==> config.mk <==
export PLATFORM = sky130hd
export DESIGN_NAME = issue_scoreboard
export DESIGN_NICKNAME = d
export VERILOG_FILES = /design/src/rtl/issue_scoreboard_pkg.sv /design/src/rtl/issue_scoreboard_pending.sv /design/src/rtl/issue_scoreboard.sv
export SDC_FILE = /design/constraint.sdc
export NUM_CORES = 1
export LEC_CHECK = 0
export ABC_AREA = 1
export BUFFER_PORTS_ARGS = -buffer_cell sky130_fd_sc_hd__buf_2
export CORE_MARGIN = 8
export CORE_UTILIZATION = 55
export CTS_CLUSTER_SIZE = 30
export DETAILED_ROUTE_END_ITERATION = 16
export PLACE_DENSITY_LB_ADDON = 0.05
export SETUP_SLACK_MARGIN = 0.02
export SLEW_MARGIN = 20
export SYNTH_ARGS = -nofsm -noshare
export SYNTH_HDL_FRONTEND = slang
export SYNTH_SLANG_ARGS = --single-unit
==> constraint.sdc <==
create_clock -name clk -period 3.95 [get_ports clk]
set_clock_uncertainty 0.15 [all_clocks]
set_input_delay 0 -clock clk [delete_from_list [all_inputs] [get_ports clk]]
set_output_delay 0 -clock clk [all_outputs]
set_load 0.005 [all_outputs]
==> src/rtl/issue_scoreboard_pkg.sv <==
// Shared types for the issue scoreboard: decoded instruction record, register index
// and per-register pending-counter types.
package issue_scoreboard_pkg;

  localparam int SB_CNT_W    = 2;
  localparam int SB_NUM_REGS = 32;
  localparam int REG_W       = 5;

  typedef logic [REG_W-1:0]    reg_idx;
  typedef logic [SB_CNT_W-1:0] sb_cnt;

  localparam sb_cnt SB_CNT_MAX = '1;

  typedef enum logic [2:0] {
    INSTR_INVAL  = 3'd0,
    INSTR_ADD    = 3'd1,
    INSTR_ADDI   = 3'd2,
    INSTR_LOAD   = 3'd3,
    INSTR_STORE  = 3'd4,
    INSTR_BRANCH = 3'd5
  } instr_op_e;

  typedef struct packed {
    instr_op_e   op;
    reg_idx      rd;
    reg_idx      rs1;
    reg_idx      rs2;
    logic [31:0] imm;
  } decoded_instr_t;

endpackage

==> src/rtl/issue_scoreboard_pending.sv <==
// Per-GPR in-flight write counters: one increment port, two decrement ports,
// and combinational busy/full queries on the registered counts.
module sb_pending_file
  import issue_scoreboard_pkg::*;
#(
  parameter int CNT_W    = SB_CNT_W,
  parameter int NUM_REGS = SB_NUM_REGS
) (
  input  logic   clk,
  input  logic   rst,
  input  logic   i_inc_en,
  input  reg_idx i_inc_idx,
  input  logic   i_dec_a_en,
  input  reg_idx i_dec_a_idx,
  input  logic   i_dec_b_en,
  input  reg_idx i_dec_b_idx,
  input  reg_idx i_rs1,
  input  reg_idx i_rs2,
  input  reg_idx i_rd,
  output logic   o_rs1_busy,
  output logic   o_rs2_busy,
  output logic   o_rd_full
);

  localparam logic [CNT_W-1:0] CNT_MAX = '1;

  logic [CNT_W-1:0] r_cnt     [NUM_REGS];
  logic [CNT_W-1:0] w_cnt_nxt [NUM_REGS];
  logic [CNT_W+1:0] w_up      [NUM_REGS];
  logic [CNT_W+1:0] w_down    [NUM_REGS];
  logic [NUM_REGS-1:0] w_inc_hit;
  logic [NUM_REGS-1:0] w_dec_a_hit;
  logic [NUM_REGS-1:0] w_dec_b_hit;
  logic [NUM_REGS-1:0] w_underflow;

  // x0 is never tracked; an increment and a decrement on the same register cancel.
  always_comb begin
    for (int i = 0; i < NUM_REGS; i++) begin
      w_inc_hit[i]   = (i != 0) && i_inc_en   && (i_inc_idx   == reg_idx'(i));
      w_dec_a_hit[i] = (i != 0) && i_dec_a_en && (i_dec_a_idx == reg_idx'(i));
      w_dec_b_hit[i] = (i != 0) && i_dec_b_en && (i_dec_b_idx == reg_idx'(i));
      w_up[i]        = {2'b00, r_cnt[i]} + (CNT_W+2)'(w_inc_hit[i]);
      w_down[i]      = (CNT_W+2)'(w_dec_a_hit[i]) + (CNT_W+2)'(w_dec_b_hit[i]);
      w_underflow[i] = w_down[i] > w_up[i];
      w_cnt_nxt[i]   = w_underflow[i] ? '0 : CNT_W'(w_up[i] - w_down[i]);
    end
  end

  always_ff @(posedge clk) begin
    for (int i = 0; i < NUM_REGS; i++) begin
      if (rst) r_cnt[i] <= '0;
      else     r_cnt[i] <= w_cnt_nxt[i];
    end
  end

  assign o_rs1_busy = (i_rs1 != '0) && (r_cnt[i_rs1] != '0);
  assign o_rs2_busy = (i_rs2 != '0) && (r_cnt[i_rs2] != '0);
  assign o_rd_full  = (i_rd  != '0) && (r_cnt[i_rd] == CNT_MAX);

  a_no_underflow: assert property (@(posedge clk) disable iff (rst) w_underflow == '0);

endmodule

==> src/rtl/issue_scoreboard.sv <==
// Single-slot issue stage between decode and execute; blocks RAW hazards and
// counter saturation using per-register pending-write counts.
module issue_scoreboard
  import issue_scoreboard_pkg::*;
#(
  parameter int CNT_W    = SB_CNT_W,
  parameter int NUM_REGS = SB_NUM_REGS
) (
  input  logic           clk,
  input  logic           rst,
  input  logic           i_decoded_valid,
  output logic           o_decoded_ready,
  input  decoded_instr_t i_decoded_data,
  output logic           o_issued_valid,
  input  logic           i_issued_ready,
  output decoded_instr_t o_issued_data,
  input  logic           i_wb_valid,
  input  reg_idx         i_wb_rd,
  input  logic           i_flush,
  output logic           o_stall_raw
);

  logic           r_valid;
  decoded_instr_t r_data;

  logic w_slot_free;
  logic w_rs1_busy;
  logic w_rs2_busy;
  logic w_rd_full;
  logic w_hazard;
  logic w_sat;
  logic w_accept;
  logic w_drop;

  assign w_slot_free = !r_valid || i_issued_ready;
  assign w_hazard    = w_rs1_busy || w_rs2_busy;
  // A retiring write to rd frees a counter slot this cycle, so a full counter may still accept.
  assign w_sat       = w_rd_full && !(i_wb_valid && (i_wb_rd == i_decoded_data.rd));

  assign o_decoded_ready = !rst && !i_flush && w_slot_free && !w_hazard && !w_sat;
  assign o_stall_raw     = i_decoded_valid && w_hazard;
  assign w_accept        = i_decoded_valid && o_decoded_ready;
  // A held instr that leaves during a flush still writes back, so only a stuck one is undone.
  assign w_drop          = i_flush && r_valid && !i_issued_ready;

  always_ff @(posedge clk) begin
    if (rst)                 r_valid <= 1'b0;
    else if (i_flush)        r_valid <= 1'b0;
    else if (w_accept)       r_valid <= 1'b1;
    else if (i_issued_ready) r_valid <= 1'b0;
  end

  always_ff @(posedge clk) begin
    if (w_accept) r_data <= i_decoded_data;
  end

  assign o_issued_valid = r_valid;
  assign o_issued_data  = r_data;

  sb_pending_file #(
    .CNT_W    (CNT_W),
    .NUM_REGS (NUM_REGS)
  ) u_pending (
    .clk         (clk),
    .rst         (rst),
    .i_inc_en    (w_accept),
    .i_inc_idx   (i_decoded_data.rd),
    .i_dec_a_en  (i_wb_valid),
    .i_dec_a_idx (i_wb_rd),
    .i_dec_b_en  (w_drop),
    .i_dec_b_idx (r_data.rd),
    .i_rs1       (i_decoded_data.rs1),
    .i_rs2       (i_decoded_data.rs2),
    .i_rd        (i_decoded_data.rd),
    .o_rs1_busy  (w_rs1_busy),
    .o_rs2_busy  (w_rs2_busy),
    .o_rd_full   (w_rd_full)
  );

endmodule

==> results of run 1 <==
timing repair:
item                       4_1_cts  5_1_grt
hold buffers                    53        0
setup buffers                    0        7
hold endpoints to repair        51        0
setup endpoints to repair        0        4
final timing paths:
path | start | to | slack [ns] | cells past startpoint
max | i_decoded_data[32] | u_pending.r_cnt[2][0]$_SDFF_PP0_ | 0.38 | 26
max reg2reg | u_pending.r_cnt[13][0]$_SDFF_PP0_ | u_pending.r_cnt[2][0]$_SDFF_PP0_ | 0.64 | 23
min reg2reg | u_pending.r_cnt[19][0]$_SDFF_PP0_ | u_pending.r_cnt[19][0]$_SDFF_PP0_ | 0.60 | 3
min | rst | u_pending.r_cnt[31][0]$_SDFF_PP0_ | 0.05 | 5
power groups by stage:
stage | combinational, W | sequential, W | clock (W)
detailed placement | 0.000295 | 0.00128 | 0
global placement | 0.000292 | 0.00128 | 0
CTS | 0.000338 | 0.00125 | 0.00162
global route | 0.000381 | 0.00126 | 0.00167
floorplan | 0.000189 | 0.00128 | 0
finish | 0.000346 | 0.00126 | 0.00161
layout make-up:
class	count	area, sq um	share of cell area [%]
Inverter	192	731	6.67
Clock buffer	18	429	3.92
Sequential cell	113	2760	25.2
Clock inverter	14	180	1.65
Timing Repair Buffer	177	1190	10.9
Multi-Input combinational cell	858	5380	49.1
Tap cell	220	275	2.51
routing by layer:
layer  share of wire [%]  wire, um
met1                  42     10900
met2                  46     11800
met3                 8.7      2260
met4                 3.9      1000
met5                   0         0
synthesized netlist by cell type:
library cell  instances  share of area [%]
o211ai_1              1              0.083
nand3_1              52                2.9
inv_2                 5               0.21
o21ai_1               5               0.28
buf_6                 9                1.1
nand2_1             207                8.6
a21oi_1              37                2.1
buf_4                 3               0.25
nand4_4               2               0.47
a211oi_1              1              0.083
nand2_4               2               0.25
clkbuf_1              7               0.29
o22ai_1               1              0.069
nor2_2                6               0.42
nor2_4                2               0.25
nor2_1              247                 10
xor2_1               31                3.0
edfxtp_1             50                 17
dfxtp_1              63                 14
nand3_4               1               0.19
inv_6                 1              0.097
nor2_8                2               0.44
inv_4                 2               0.14
nand4_1               7               0.49
nor3_1                8               0.44
nand2_2               4               0.28
a21boi_0              1              0.083
xnor2_1               1              0.097
ha_1                186                 26
o21ai_2               1              0.097
inv_1               184                7.7
o221a_2               1               0.12
o21ai_0              52                2.9
critical path, cell delays in order:
cell and delay [ns]:
dlygate4sd3_1 0.54, buf_2 0.30, inv_2 0.19, nand2_2 0.23
nor2_1 0.07, nor2_1 0.10, nand2_1 0.09, nand2_1 0.07
nand3_1 0.06, nand2_1 0.06, nand2_1 0.05, nand2_1 0.10
nand2_2 0.08, nor2_4 0.15, nand4_4 0.18, buf_4 0.20
nor2_1 0.09, ha_1 0.17, ha_1 0.23, inv_1 0.06
ha_1 0.26, inv_1 0.07, nor2_1 0.03, o21ai_0 0.15
nand2_1 0.09, nor2_1 0.14
through the flow:
stage / instances / setup slack [ns]
floorplan: 1182 / 1.19
global placement: 1500 / 0.542
detailed placement: 1500 / 0.514
CTS: 1585 / 0.415
global route: 1592 / 0.105
finish: 1592 / 0.378
cells by family (layout without fill, tap and decap cells):
group | Yosys count | in the layout | share of synthesized area, %
AO/OA/AOI/OAI | 100 | 100 | 5.75
buffers and inverters | 211 | 401 | 9.76
flip-flops | 113 | 113 | 30.6
XOR/XNOR | 32 | 32 | 3.11
AND/OR/NAND/NOR | 540 | 540 | 25.0
adder cells (fa/ha/maj) | 186 | 186 | 25.8
registers in the layout, indices dropped and copies added, names as in the netlist:
name / cells
u_pending.r_cnt: 62
o_issued_data: 50
o_issued_valid: 1
==> impl_metrics.toml, run 1 <==
[outcome]
status = "finished, final reports clean"

[drt]
routed_wirelength_um = 25900
drtIter0Drc = 722
drcViolationCount = 0
post_drt_wl_per_cell_um = 16.3
first_pass_iters = 5
vias = 8296
ant_nets = 0
vias_per_cell = 5.21

[timing]
hold_viol = 0
fin_setup_tns_ns = 0
holdWs_ns = 0.0459
tightest_slew_ns = 0.672
max-slew-margin-rel_pct = 55.0
fin_crit_ns = 3.57
fmax_mhz = 280
fin_crit_sh_pct = 90.4
setup_viol = 0
rsz0062_at_grt = "false"
drv_slew = 0

[setup_path]
cp-start-kind = "primary input"
crit_type = "primary input to register"
cp_max_fo = 12
cp.arrival_ns = 3.77
end_kind = "register"
required_ns = 4.15

[floorplanning]
dieWidth_um = 144
die_y_um = 144
coreArea_sq_um = 16300
core.rowCount = 47
dieArea_sq_um = 20800
initial_core_util_pct = 55.4
io-pin-count = 114

[power_and_ir_drop]
seqPwrFrac_pct = 39.1
power.share.clock_pct = 50.1
sw_frac_of_total_pct = 25.9
internal_power_w = 0.00238
switching_power_w = 0.000830
p_per_area_nw_per_um2 = 293
finalPower_w = 0.00321
p_leak_nw = 5.45
pwr-share-comb_pct = 10.8
ir_worst_vdd_uv = 290

[layout]
num-fill-cells = 1440
diodes = 0
design_area_sq_um = 11000
final_core_util_pct = 67.2
final_common_cell = "nor2_1"
post_route_cells_drive_above_1_share_pct = 13.5
syn2layout_area_growth_pct = 21.3
nets = 1606
layout_common_cells = "247 x nor2_1, 207 x nand2_1, 186 x ha_1, 183 x inv_1, 113 x buf_2"

[placement]
gp_congestion = 0.985
numPortBuffers = 113
dpl.hpwl_um = 18700
dpl_cell_area_sq_um = 9750

[cts]
clk_path_buf_depth = 2
cts_root_buffer = "clkbuf_16"
cts_sinks = 113
clk_latency_ns = 0.42
cts_tree = "built"
numCtsBuffers = 17
cts.clk_slew.worst_paths_ns = 0.06
htreeDepth = 4
cts_resized = 0

[logic_synthesis]
syn_inst = 1182
avgSynthCellArea_sq_um = 7.64
synth_area_sq_um = 9030
ys_seq_area_share_pct = 30.6
synthesis.yosys.warnings = 0
synth_seq_cells = 113
synth_nets = 1429
synth_cell_types = 33

[grt]
grtUsageMet2_pct = 42.3
grt_use_met3_pct = 4.09
grt_max_degree = 34
antenna_found_initial = 0
grtUsageTotal_pct = 25.4
met1_usage_pct = 31.6
grt_pass1_vias = 7795
grt_overflow = 0
grt_pass1_wl_um = 40100
grt-busiest-layer = "met2"

[job]
drv_cap = 0

[worst_hold_path]
hp-class = "primary input to register"
Power figures use the tool's default switching activity.
==> run 2: changes to the inputs <==
--- a/config.mk
+++ b/config.mk
@@ -5,10 +5,10 @@
 export SDC_FILE = /design/constraint.sdc
 export NUM_CORES = 1
 export LEC_CHECK = 0
-export ABC_AREA = 1
 export BUFFER_PORTS_ARGS = -buffer_cell sky130_fd_sc_hd__buf_2
 export CORE_MARGIN = 8
 export CORE_UTILIZATION = 55
+export CTS_BUF_LIST = sky130_fd_sc_hd__clkbuf_4 sky130_fd_sc_hd__clkbuf_8 sky130_fd_sc_hd__clkbuf_16
 export CTS_CLUSTER_SIZE = 30
 export DETAILED_ROUTE_END_ITERATION = 16
 export PLACE_DENSITY_LB_ADDON = 0.05
==> run 2 against run 1 <==
Cell count down 15%. Register-to-register slack got worse by 0.38 ns. Clock-buffer cell count unchanged. Sequential share of layout area increased by 0.32 points. Clock power down 11%. Setup slack lost 0.16 ns. Global-route usage fell by 0.58 points. Utilization up 1.1 points. Non-clock buffer count grew 5. Fmax decreased by 4.3%. Critical path type unchanged. Largest cell class unchanged. Highest routed layer unchanged.
==> impl_metrics.toml, run 2 <==
[outcome]
status = "finished, final reports clean"

[logic_synthesis]
synth_xor_area_share_pct = 3.56
synth_nets = 1201
synth_seq_cells = 113
synth_area_sq_um = 8850
synth_edf_count = 50
muxShareOfSynthArea_pct = 5.27
synth_top_family_by_area = "adder cells"
synthesis.yosys.warnings = 0
synth_compound_gate_area_share_pct = 7.15
syn_inst = 954
synthAdderAreaFrac_pct = 26.3
avgSynthCellArea_sq_um = 9.28
synth_cell_types = 51
synthTopCellsByCount = "186 x ha_1, 154 x nor2_1, 98 x inv_1"
ys_seq_area_share_pct = 31.2
async_reset_ff_share_pct = 0
yosys.area.top_type = "ha_1"
netlist.area_leader.share_pct = 26.3
synth_most_common_cell = "ha_1"
synthFlopType = "dfxtp_1"
synth.area.top_cells = "ha_1 26%, edfxtp_1 17%, dfxtp_1 14%"
synthSimpleGateAreaFrac_pct = 20.7

[placement]
numPortBuffers = 113
dpl.hpwl_um = 18500
gp_congestion = 0.931

[worst_hold_path]
hp-class = "primary input to register"

[setup_path]
cp_max_fo = 25
required_ns = 4.15
crit_type = "primary input to register"
cp.arrival_ns = 3.94
cp-start-kind = "primary input"
end_kind = "register"

[cts]
cts_tree = "built"
clk_path_buf_depth = 2
numCtsBuffers = 17
cts_sinks = 113
cts_root_buffer = "clkbuf_16"
htreeDepth = 4
clk_latency_ns = 0.42
cts.clk_slew.worst_paths_ns = 0.06

[drt]
vias = 7436
top_layer = "met4"
routed_wirelength_um = 24800
drcViolationCount = 0
wl_met1_um = 11500
wl_met3_um = 1950
first_pass_iters = 5
drtIter0Drc = 609
met2_length_um = 10800
vias_per_cell = 5.49
ant_nets = 0
post_drt_wl_per_cell_um = 18.3

[timing]
setup_viol = 0
max-slew-margin-rel_pct = 51.0
fin_crit_ns = 3.73
rsz0062_at_grt = "false"
fin_setup_tns_ns = 0
fmax_mhz = 268
fin_crit_sh_pct = 94.5
drv_slew = 0
tightest_slew_ns = 0.735
hold_viol = 0

[layout]
layout_common_cells = "186 x ha_1, 153 x nor2_1, 111 x buf_2, 98 x inv_1, 63 x dfxtp_1"
diodes = 0
largest_reg_flops = 62
final_core_util_pct = 68.3
syn2layout_area_growth_pct = 22.2
post_route_cells_drive_above_1_share_pct = 16.2
final_common_cell = "ha_1"
regMostFlops = "u_pending.r_cnt"
nets = 1373

[floorplanning]
initial_core_util_pct = 55.9
dieArea_sq_um = 20400
core.rowCount = 46
dieWidth_um = 143
io-pin-count = 114
coreArea_sq_um = 15800
die_y_um = 143

[power_and_ir_drop]
p_per_area_nw_per_um2 = 284
ir_worst_vdd_uv = 275
p_leak_nw = 4.77

[grt]
grt_overflow = 0
grtUsageTotal_pct = 24.9
antenna_found_initial = 0
grt_pass1_wl_um = 38900
grt_pass1_vias = 7169
grt_max_degree = 48

[job]
drv_cap = 0
run 2: layout make-up:
class | instances | area, sq um
clock buffer | 18 | 433
sequential | 113 | 2760
timing repair buffer | 182 | 1250
fill | 1276 | 5010
clock inverter | 14 | 118
multi-input combinational | 714 | 5610
tap | 216 | 270
inverter | 98 | 368
run 2: per-stage QoR:
| stage | power, W | std cells | hold WS (ns) | worst slack, ns | cell area [sq um] |
|---|---|---|---|---|---|
| final | 0.00307 | 1355 | 0.135 | 0.217 | 10800 |
| after global routing | 0.00318 | 1355 | 0.137 | 0.0397 | 10800 |
| after CTS | 0.00308 | 1355 | 0.125 | 0.0370 | 10800 |
| after detailed placement | 0.00160 | 1269 | 0.0285 | 0.186 | 9690 |
| after global placement | 0.00160 | 1269 | 0.0260 | 0.205 | 9690 |
| after floorplan | 0.00148 | 954 | -0.0511 | 0.183 | 8850 |
run 2: critical path: stages:
cell and delay, ns:
dlygate4sd3_1 0.53, clkbuf_4 0.30, nor4b_1 0.41, a211oi_1 0.10
a32oi_1 0.16, nand4_1 0.20, nor4_4 0.33, nand4_4 0.15
buf_12 0.20, nor3_1 0.33, ha_1 0.21, ha_1 0.22
inv_1 0.06, ha_1 0.25, nor2b_1 0.14, o21ai_0 0.14
nand2b_1 0.09, nor2_1 0.10
run 2: layer usage:
metal	global-route usage (%)	up-vias
li1	-	3662
met1	33.8	3413
met2	38.7	319
met3	4.61	42
met4	8.67	0
met5	0	-
run 2: cells by family (layout without fill, tap and decap cells):
| family | after synthesis | in the layout |
|---|---|---|
| AO/OA/AOI/OAI | 106 | 106 |
| XOR/XNOR | 36 | 36 |
| adder cells (fa/ha/maj) | 186 | 186 |
| buffers and inverters | 127 | 312 |
| flip-flops | 113 | 113 |
| multiplexers | 21 | 21 |
| AND/OR/NAND/NOR | 365 | 365 |
run 2: timing repair:
item                                    CTS  global route
endpoints found under the setup margin    0            38
setup buffers                             0             0
hold buffers                             54             0
hold endpoints to repair                 54             0
gates resized for setup                   0             9
run 2: power by group:
part / leakage [nW] / internal (W) / switching (W)
Clock: 0.259 / 0.000865 / 0.000579
Sequential: 0.962 / 0.00125 / 0.0000151
Combinational: 3.55 / 0.000163 / 0.000206
run 2: worst paths after layout:
kind,startpoint,endpoint,slack [ns],cells past startpoint
max,i_decoded_data[32],u_pending.r_cnt[19][0]$_SDFF_PP0_,0.22,18
min,i_decoded_data[3],o_issued_data[3]$_DFFE_PP_,0.13,2
max reg2reg,u_pending.r_cnt[20][1]$_SDFF_PP0_,u_pending.r_cnt[19][0]$_SDFF_PP0_,0.26,17
min reg2reg,u_pending.r_cnt[12][0]$_SDFF_PP0_,u_pending.r_cnt[12][0]$_SDFF_PP0_,0.62,3
==> run 3: changes to the inputs <==
--- a/config.mk
+++ b/config.mk
@@ -6,6 +6,7 @@
 export NUM_CORES = 1
 export LEC_CHECK = 0
 export BUFFER_PORTS_ARGS = -buffer_cell sky130_fd_sc_hd__buf_2
+export CORE_ASPECT_RATIO = 1.5
 export CORE_MARGIN = 8
 export CORE_UTILIZATION = 55
 export CTS_BUF_LIST = sky130_fd_sc_hd__clkbuf_4 sky130_fd_sc_hd__clkbuf_8 sky130_fd_sc_hd__clkbuf_16
==> run 3 against run 2 <==
Register-to-register slack lost 0.04 ns. Setup slack gained 0.0035 ns. Die area grew 0.41%. Design area grew 0.46%. Sequential cell count is the same. Clock power grew 4%. Fmax is essentially flat. Non-clock buffer count grew 1. Via count grew 2.9%. Largest power group unchanged.
==> impl_metrics.toml, run 3 (synthesized netlist as in run 2, its figures left out) <==
[placement]
gp_congestion = 0.943
pre_cts_ws_ns = 0.130
dpl.hpwl_um = 19400
numPortBuffers = 113
place_inst = 1259

[power_and_ir_drop]
ir_worst_vdd_uv = 247
p_leak_nw = 4.81
p_per_area_nw_per_um2 = 288

[layout]
syn2layout_area_growth_pct = 22.8
final_common_cell = "ha_1"
regMostFlops = "u_pending.r_cnt"
final_core_util_pct = 68.0
diodes = 0
layout_common_cells = "186 x ha_1, 151 x nor2_1, 109 x buf_2, 98 x inv_1, 63 x dfxtp_1"
post_route_cells_drive_above_1_share_pct = 16.8
layoutNonFillerInstCount = 1346
nets = 1374
largest_reg_flops = 62

[floorplanning]
io-pin-count = 114
dieArea_sq_um = 20500
die_y_um = 171
dieWidth_um = 120
core.rowCount = 57
coreArea_sq_um = 16000
initial_core_util_pct = 55.4

[timing]
setup_viol = 0
drv_slew = 0
fin_crit_sh_pct = 94.4
hold_viol = 0
holdWs_ns = 0.132
fmax_mhz = 268
fin_ws_ns = 0.220
fin_crit_ns = 3.73
tightest_slew_ns = 0.622
max-slew-margin-rel_pct = 58.5

[cts]
cts_tree = "built"
htreeDepth = 4
numCtsBuffers = 17
clk_path_buf_depth = 2
cts_root_buffer = "clkbuf_16"
cts.clk_slew.worst_paths_ns = 0.06
clk_latency_ns = 0.44
cts_sinks = 113

[drt]
ant_nets = 0
post_drt_wl_per_cell_um = 18.9
drtIter0Drc = 473
vias = 7653
drcViolationCount = 0
vias_per_cell = 5.69
routed_wirelength_um = 25500
first_pass_iters = 5

[setup_path]
end_kind = "register"
crit_type = "register to register"
cp.arrival_ns = 3.94
required_ns = 4.16
cp-start-kind = "register"
cp_max_fo = 11

[grt]
antenna_found_initial = 0
grt_pass1_wl_um = 40200
grt_pass1_vias = 7762
grt_overflow = 0
grt_max_degree = 48
grtUsageTotal_pct = 25.6

[worst_hold_path]
hp-class = "primary input to register"

[outcome]
status = "finished, final reports clean"

[job]
drv_cap = 0
## run 3: cell count changes in the layout (fill, tap and decap cells not counted), sizes merged
| cell | before | now |
|---|---|---|
| inv | 99 | 105 |
| clkinvlp | 5 | 1 |
| clkinv | 7 | 6 |
## run 3: layout make-up
cell class | instances | area, sq um
Timing Repair Buffer | 183 | 1270
Multi-Input combinational cell | 714 | 5640
Tap cell | 206 | 258
Inverter | 98 | 368
Clock inverter | 15 | 146
Clock buffer | 17 | 425
Fill cell | 1302 | 5110
Sequential cell | 113 | 2760
## run 3: final timing paths
check	depth (start not counted)	slack (ns)	to	startpoint
worst min-delay path	2	0.13	o_issued_data[0]$_DFFE_PP_	i_decoded_data[0]
worst min register to register	3	0.62	u_pending.r_cnt[21][0]$_SDFF_PP0_	u_pending.r_cnt[21][0]$_SDFF_PP0_
worst max register to register	16	0.22	u_pending.r_cnt[16][1]$_SDFF_PP0_	u_pending.r_cnt[24][0]$_SDFF_PP0_
worst max-delay path	16	0.22	u_pending.r_cnt[16][1]$_SDFF_PP0_	u_pending.r_cnt[24][0]$_SDFF_PP0_
## run 3: what timing repair did
item / in CTS / in global routing
endpoints found under the setup margin: 0 / 62
hold endpoints to repair: 54 / 0
buffers inserted: 0 / 1
gates resized for setup: 0 / 19
hold buffers: 54 / 0
## run 3: per-layer routing
| metal | routed length, um | vias up | track usage [%] |
|---|---|---|---|
| li1 | - | 3658 | - |
| met5 | 0 | - | 0 |
| met4 | 1420 | 0 | 16.8 |
| met2 | 13300 | 277 | 46.3 |
| met1 | 9220 | 3635 | 26.2 |
| met3 | 1600 | 83 | 5.49 |
## run 3: worst max-delay path: stages (launching register included)
cell	delay, ns
dfxtp_1	0.36
nor4_2	0.40
a211oi_1	0.09
a22oi_1	0.22
nand4_1	0.24
nor4_4	0.34
nand4_4	0.14
buf_4	0.22
nor3_1	0.25
ha_1	0.20
ha_1	0.22
inv_1	0.06
ha_1	0.26
nor2b_1	0.14
o21ai_0	0.15
nand2b_1	0.10
nor2_1	0.13
## run 3: report_power, final
group,total (W),switching [W],internal (W)
logic,0.000369,0.000205,0.000164
clock network,0.00150,0.000623,0.000880
registers,0.00126,0.0000159,0.00124
## run 3: stage by stage
step | total power [W] | TNS [ns] | cell area [sq um]
floorplan | 0.00148 | 0 | 8850
global placement | 0.00159 | 0 | 9680
detailed placement | 0.00160 | 0 | 9680
CTS | 0.00315 | 0 | 10800
global route | 0.00324 | -0.0289 | 10900
finish | 0.00313 | 0 | 10900
